[src/rtl/serial_add_ctrl_pkg.sv]
// Shared definitions for the serial adder controller: state encoding,
// default operand width and the bit-counter sizing rule.
package serial_add_ctrl_pkg;

    localparam int DEFAULT_WIDTH = 4;

    typedef enum logic [2:0] {
        IDLE = 3'd0,
        CLR  = 3'd1,
        LOAD = 3'd2,
        ADD  = 3'd3,
        DONE = 3'd4
    } state_e;

    // Plain vector constants so the controller can keep its state in a logic register.
    localparam logic [2:0] ST_IDLE = IDLE;
    localparam logic [2:0] ST_CLR  = CLR;
    localparam logic [2:0] ST_LOAD = LOAD;
    localparam logic [2:0] ST_ADD  = ADD;
    localparam logic [2:0] ST_DONE = DONE;

    function automatic int counter_width(input int w);
        return (w > 1) ? $clog2(w) : 1;
    endfunction

endpackage

[src/rtl/serial_add_ctrl_phase_counter.sv]
// Bit counter for the LOAD and ADD phases; tc flags the last bit of a phase.
module phase_counter
    import serial_add_ctrl_pkg::*;
#(
    parameter int WIDTH = DEFAULT_WIDTH
) (
    input  logic clk,
    input  logic reset,
    input  logic clr,
    input  logic en,
    output logic tc
);

    localparam int CW = counter_width(WIDTH);
    localparam logic [CW-1:0] LAST = CW'(WIDTH - 1);

    logic [CW-1:0] count;

    always_ff @(posedge clk or posedge reset) begin
        if (reset) begin
            count <= '0;
        end else if (clr) begin
            count <= '0;
        end else if (en) begin
            count <= (count == LAST) ? '0 : count + CW'(1);
        end
    end

    assign tc = (count == LAST);

endmodule

[src/rtl/serial_add_ctrl.sv]
// Controller that clears, loads and recirculates a downstream serial adder,
// feeding it both operands LSB first and flagging completion with done.
module serial_add_ctrl
    import serial_add_ctrl_pkg::*;
#(
    parameter int WIDTH = DEFAULT_WIDTH
) (
    input  logic             clk,
    input  logic             reset,
    input  logic             start,
    input  logic [WIDTH-1:0] a_in,
    input  logic [WIDTH-1:0] b_in,
    output logic             busy,
    output logic             done,
    output logic             shift_control,
    output logic             serial_input,
    output logic             serial_input_A,
    output logic             select_A,
    output logic             clear
);

    logic [2:0]       state;
    logic [2:0]       state_next;
    logic [WIDTH-1:0] a_sh;
    logic [WIDTH-1:0] b_sh;
    logic             tc;
    logic             phase_clr;
    logic             phase_en;
    logic             accept;

    always_comb begin
        state_next = state;
        case (state)
            ST_IDLE: if (start) state_next = ST_CLR;
            ST_CLR:  state_next = ST_LOAD;
            ST_LOAD: if (tc) state_next = ST_ADD;
            ST_ADD:  if (tc) state_next = ST_DONE;
            ST_DONE: state_next = ST_IDLE;
            default: state_next = ST_IDLE;
        endcase
    end

    assign accept    = (state == ST_IDLE) && start;
    assign phase_en  = (state == ST_LOAD) || (state == ST_ADD);
    assign phase_clr = (state_next != state);

    phase_counter #(
        .WIDTH (WIDTH)
    ) u_phase_counter (
        .clk   (clk),
        .reset (reset),
        .clr   (phase_clr),
        .en    (phase_en),
        .tc    (tc)
    );

    // Outputs are decoded from the next state so they line up with the state they describe.
    always_ff @(posedge clk or posedge reset) begin
        if (reset) begin
            state          <= ST_IDLE;
            a_sh           <= '0;
            b_sh           <= '0;
            busy           <= 1'b0;
            done           <= 1'b0;
            shift_control  <= 1'b0;
            select_A       <= 1'b0;
            serial_input   <= 1'b0;
            serial_input_A <= 1'b0;
            clear          <= 1'b0;
        end else begin
            state         <= state_next;
            busy          <= (state_next == ST_CLR) || (state_next == ST_LOAD) ||
                             (state_next == ST_ADD);
            done          <= (state_next == ST_DONE);
            shift_control <= (state_next == ST_LOAD) || (state_next == ST_ADD);
            select_A      <= (state_next == ST_ADD);
            clear         <= (state_next != ST_CLR);

            if (accept) begin
                a_sh <= a_in;
                b_sh <= b_in;
            end else if (state_next == ST_LOAD) begin
                a_sh <= a_sh >> 1;
                b_sh <= b_sh >> 1;
            end

            // Each LOAD cycle presents the current LSB while the copy shifts toward the next bit.
            if (state_next == ST_LOAD) begin
                serial_input_A <= a_sh[0];
                serial_input   <= b_sh[0];
            end else begin
                serial_input_A <= 1'b0;
                serial_input   <= 1'b0;
            end
        end
    end

endmodule

[config.mk]
export PLATFORM = sky130hd
export DESIGN_NAME = serial_add_ctrl
export DESIGN_NICKNAME = d
export VERILOG_FILES = /design/src/rtl/serial_add_ctrl_pkg.sv /design/src/rtl/serial_add_ctrl_phase_counter.sv /design/src/rtl/serial_add_ctrl.sv
export SDC_FILE = /design/constraint.sdc
export NUM_CORES = 1
export LEC_CHECK = 0
export CAP_MARGIN = 30
export CORE_ASPECT_RATIO = 0.75
export CORE_MARGIN = 2
export CORE_UTILIZATION = 36
export DETAILED_ROUTE_END_ITERATION = 8
export GPL_TIMING_DRIVEN = 0
export HOLD_SLACK_MARGIN = 0.08
export PLACE_DENSITY_LB_ADDON = 0.12
export RECOVER_POWER = 50
export SLEW_MARGIN = 30
export SYNTH_ARGS = -nofsm -noshare
export SYNTH_HDL_FRONTEND = slang
export SYNTH_SLANG_ARGS = --single-unit
[constraint.sdc]
create_clock -name clk -period 1.4 [get_ports clk]
set_input_delay 0.14 -clock clk [delete_from_list [all_inputs] [get_ports clk]]
set_output_delay 0.14 -clock clk [all_outputs]
set_load 0.03 [all_outputs]
==> results.cfg <==
[sta]
finalHoldViolCount = 0
fin_ws_ns = -0.0725
rsz0062_at_grt = true
timing.final.crit_share_pct = 105
fin_worst_skew_ns = 0.00726
worst_pin_slew_ns = 0.752
max_freq_ghz = 0.679
whs_ns = 0.371
finalSetupViolations = 11
drv_slew = 0
min_period_ns = 1.47
slew_headroom_pct = 49.8

[power_and_ir_drop]
p_leak_nw = 0.577
peakVddDrop_mv = 0.916
power_density_mw_per_mm2 = 1980

[synth]
ys_warn_count = 0
syn-instance-count = 71
syn_nets = 83
synth-edff-count = 0
seq_area_frac_synth_pct = 56.4
synthArstFlopShare_pct = 100
synth_seq_cells = 20
ys.flop_type = dfrtp_1
ys_types = 28
syn-cell-area_sq_um = 887
postSynthAreaPerCell_sq_um = 12.5

[floorplanning]
start_util_pct = 38.4
rows = 15
die_h_um = 47.0
ios = 18
core_sq_mm = 0.00231
die_w_um = 61.3
die_area_sq_mm = 0.00288

[job]
maxCapViolations = 0

[clocking]
postCtsHoldBufs = 0
clock_latency_ns = 0.30
h-tree-depth = 1
clock_sinks = 20
root_buffer = clkbuf_4
cts_buffer_depth = 2
clk_pin_slew_ns = 0.11
cts_made_buffers = 3
cts_tree = yes

[drt]
drt-wirelength-per-cell_um = 11.9
drt_wl_total_mm = 1.55
drtIter0Drc = 8
viasPerCell = 4.58
ant_nets = 0
vias = 600
first_pass_iters = 4
drc_errors = 0

[place]
port_buffers = 17
place.gp.congestion = 0.690
dp.cells = 122
pre_cts_slack_ns = -0.149
dp_hpwl_mm = 1.05
postPlaceCellArea_sq_mm = 0.00112

[layout]
nets = 110
insertedDiodeCount = 0
final_area_sq_mm = 0.00124
drive_above_1_share_pct = 27.8
area_growth_pct = 39.4
n_fill_cell = 207
final_cell_mix = 19 x dfrtp_1, 9 x clkdlybuf4s50_1, 7 x and2_1, 7 x dlygate4sd2_1
fin_cells = 131
mostFrequentLayoutCell = dfrtp_1

[worst_setup_path]
critPathSlowestCell = dfrtp_1
r2r-start = state[1]
crit_start = state[1]
crit_chain = buf_6, nor4b_4, buf_4, nor3_4, a221o_1
startpoint_type = flip-flop
cp-end-kind = flip-flop
critPathKind = reg2reg
arrival_ns = 1.66
critPathMaxStageDelay_ns = 0.41
crit_fanout = 9
required_ns = 1.59

[worst_hold_path]
min_from = b_in[3]
holdCritPathClass = in2reg

[grt]
grt_max_degree = 21
grt.total_usage_pct = 12.4
gr-total-overflow = 0
antenna_found_initial = 0
grt_pass1_wl_mm = 2.53
grt_pass1_vias = 567

[status]
status = finished with violations
violations = negative setup slack
## flip-flops by register name (all words and copies together), names as in the netlist, 2 cells and up
signal and cells:
state 3, a_sh 4, b_sh 4, u_phase_counter.count 2
## cell families after synthesis
family / share of synthesized area [%]
DFF: 56.4
adders and majority gates: 1.41
and+or+nand+nor: 21.2
buffers and inverters: 5.92
AOI/OAI and AO/OA: 11.8
muxes: 2.26
xor gates and xnor gates: 0.987
## through the flow
step	TNS, ns	total power, mW	util, %
2_1_floorplan	-0.0770	1.62	-
3_3_place_gp	-0.887	1.88	48.7
3_5_place_dp	-0.899	1.89	48.7
4_1_cts	-0.336	2.42	52.2
5_1_grt	-1.20	2.64	53.6
6_report	-0.572	2.45	53.6
## synthesized netlist by cell type (2+ instances only)
cell type | n | share of area, %
a31oi_1 | 2 | 1.4
and2_2 | 2 | 1.7
inv_1 | 2 | 0.85
nand2_1 | 4 | 1.7
buf_6 | 3 | 3.8
dfrtp_1 | 20 | 56
o21bai_1 | 2 | 1.7
and2_1 | 7 | 4.9
a221o_1 | 5 | 5.6
nor3_1 | 2 | 1.1
nor2_1 | 2 | 0.85
and3_2 | 2 | 1.7
o21ai_0 | 2 | 1.1
mux2i_1 | 2 | 2.3
## final timing paths
check | slack, ns | depth (start not counted) | end
worst max-delay path | -0.07 | 5 | b_sh[1]
worst min-delay path | 0.37 | 3 | b_sh[3]
worst max register to register | -0.07 | 5 | b_sh[1]
worst min register to register | 0.50 | 1 | b_sh[2]
max in group asynchronous | 0.49 | 2 | state[2]
min in group asynchronous | 0.39 | 2 | a_sh[0]
## report_power, final
| part | switching, mW | internal (mW) | total [mW] |
|---|---|---|---|
| clock | 0.177 | 0.289 | 0.466 |
| combinational | 0.572 | 0.574 | 1.15 |
| sequential | 0.0907 | 0.748 | 0.839 |
## routing by layer
layer | up-vias | part of all wire (%) | GRT usage [%]
met5 | - | 0 | 0
met4 | 0 | 0.90 | 3.91
met3 | 2 | 5.3 | 4.96
met2 | 12 | 46 | 17.7
met1 | 284 | 48 | 17.3
li1 | 302 | - | -
## worst max-delay path: cells and delay by family, from the launching register on
family	cells	cell delay [ns]
simple gates	2	0.32
compound gates	1	0.30
flops	1	0.41
buf+inv	2	0.33
## what timing repair did
item,4_1_cts,5_1_grt
pin swaps,2,1
resized for setup,10,4
endpoints found under the setup margin,17,11
setup buffers,3,2
gates cloned,0,0
## area by class of cell
cell class	count	area, sq um	share of cell area [%]
repair buffers	22	199	16.1
flip-flops and latches	20	502	40.6
clock inverters	1	30.0	2.43
inverters	3	11.3	0.911
well taps	34	42.5	3.44
multi-input cells	44	384	31.1
clock buffers	3	22.5	1.82
plain buffers	4	45.0	3.64
No activity file was read; power rests on OpenSTA's default activity.
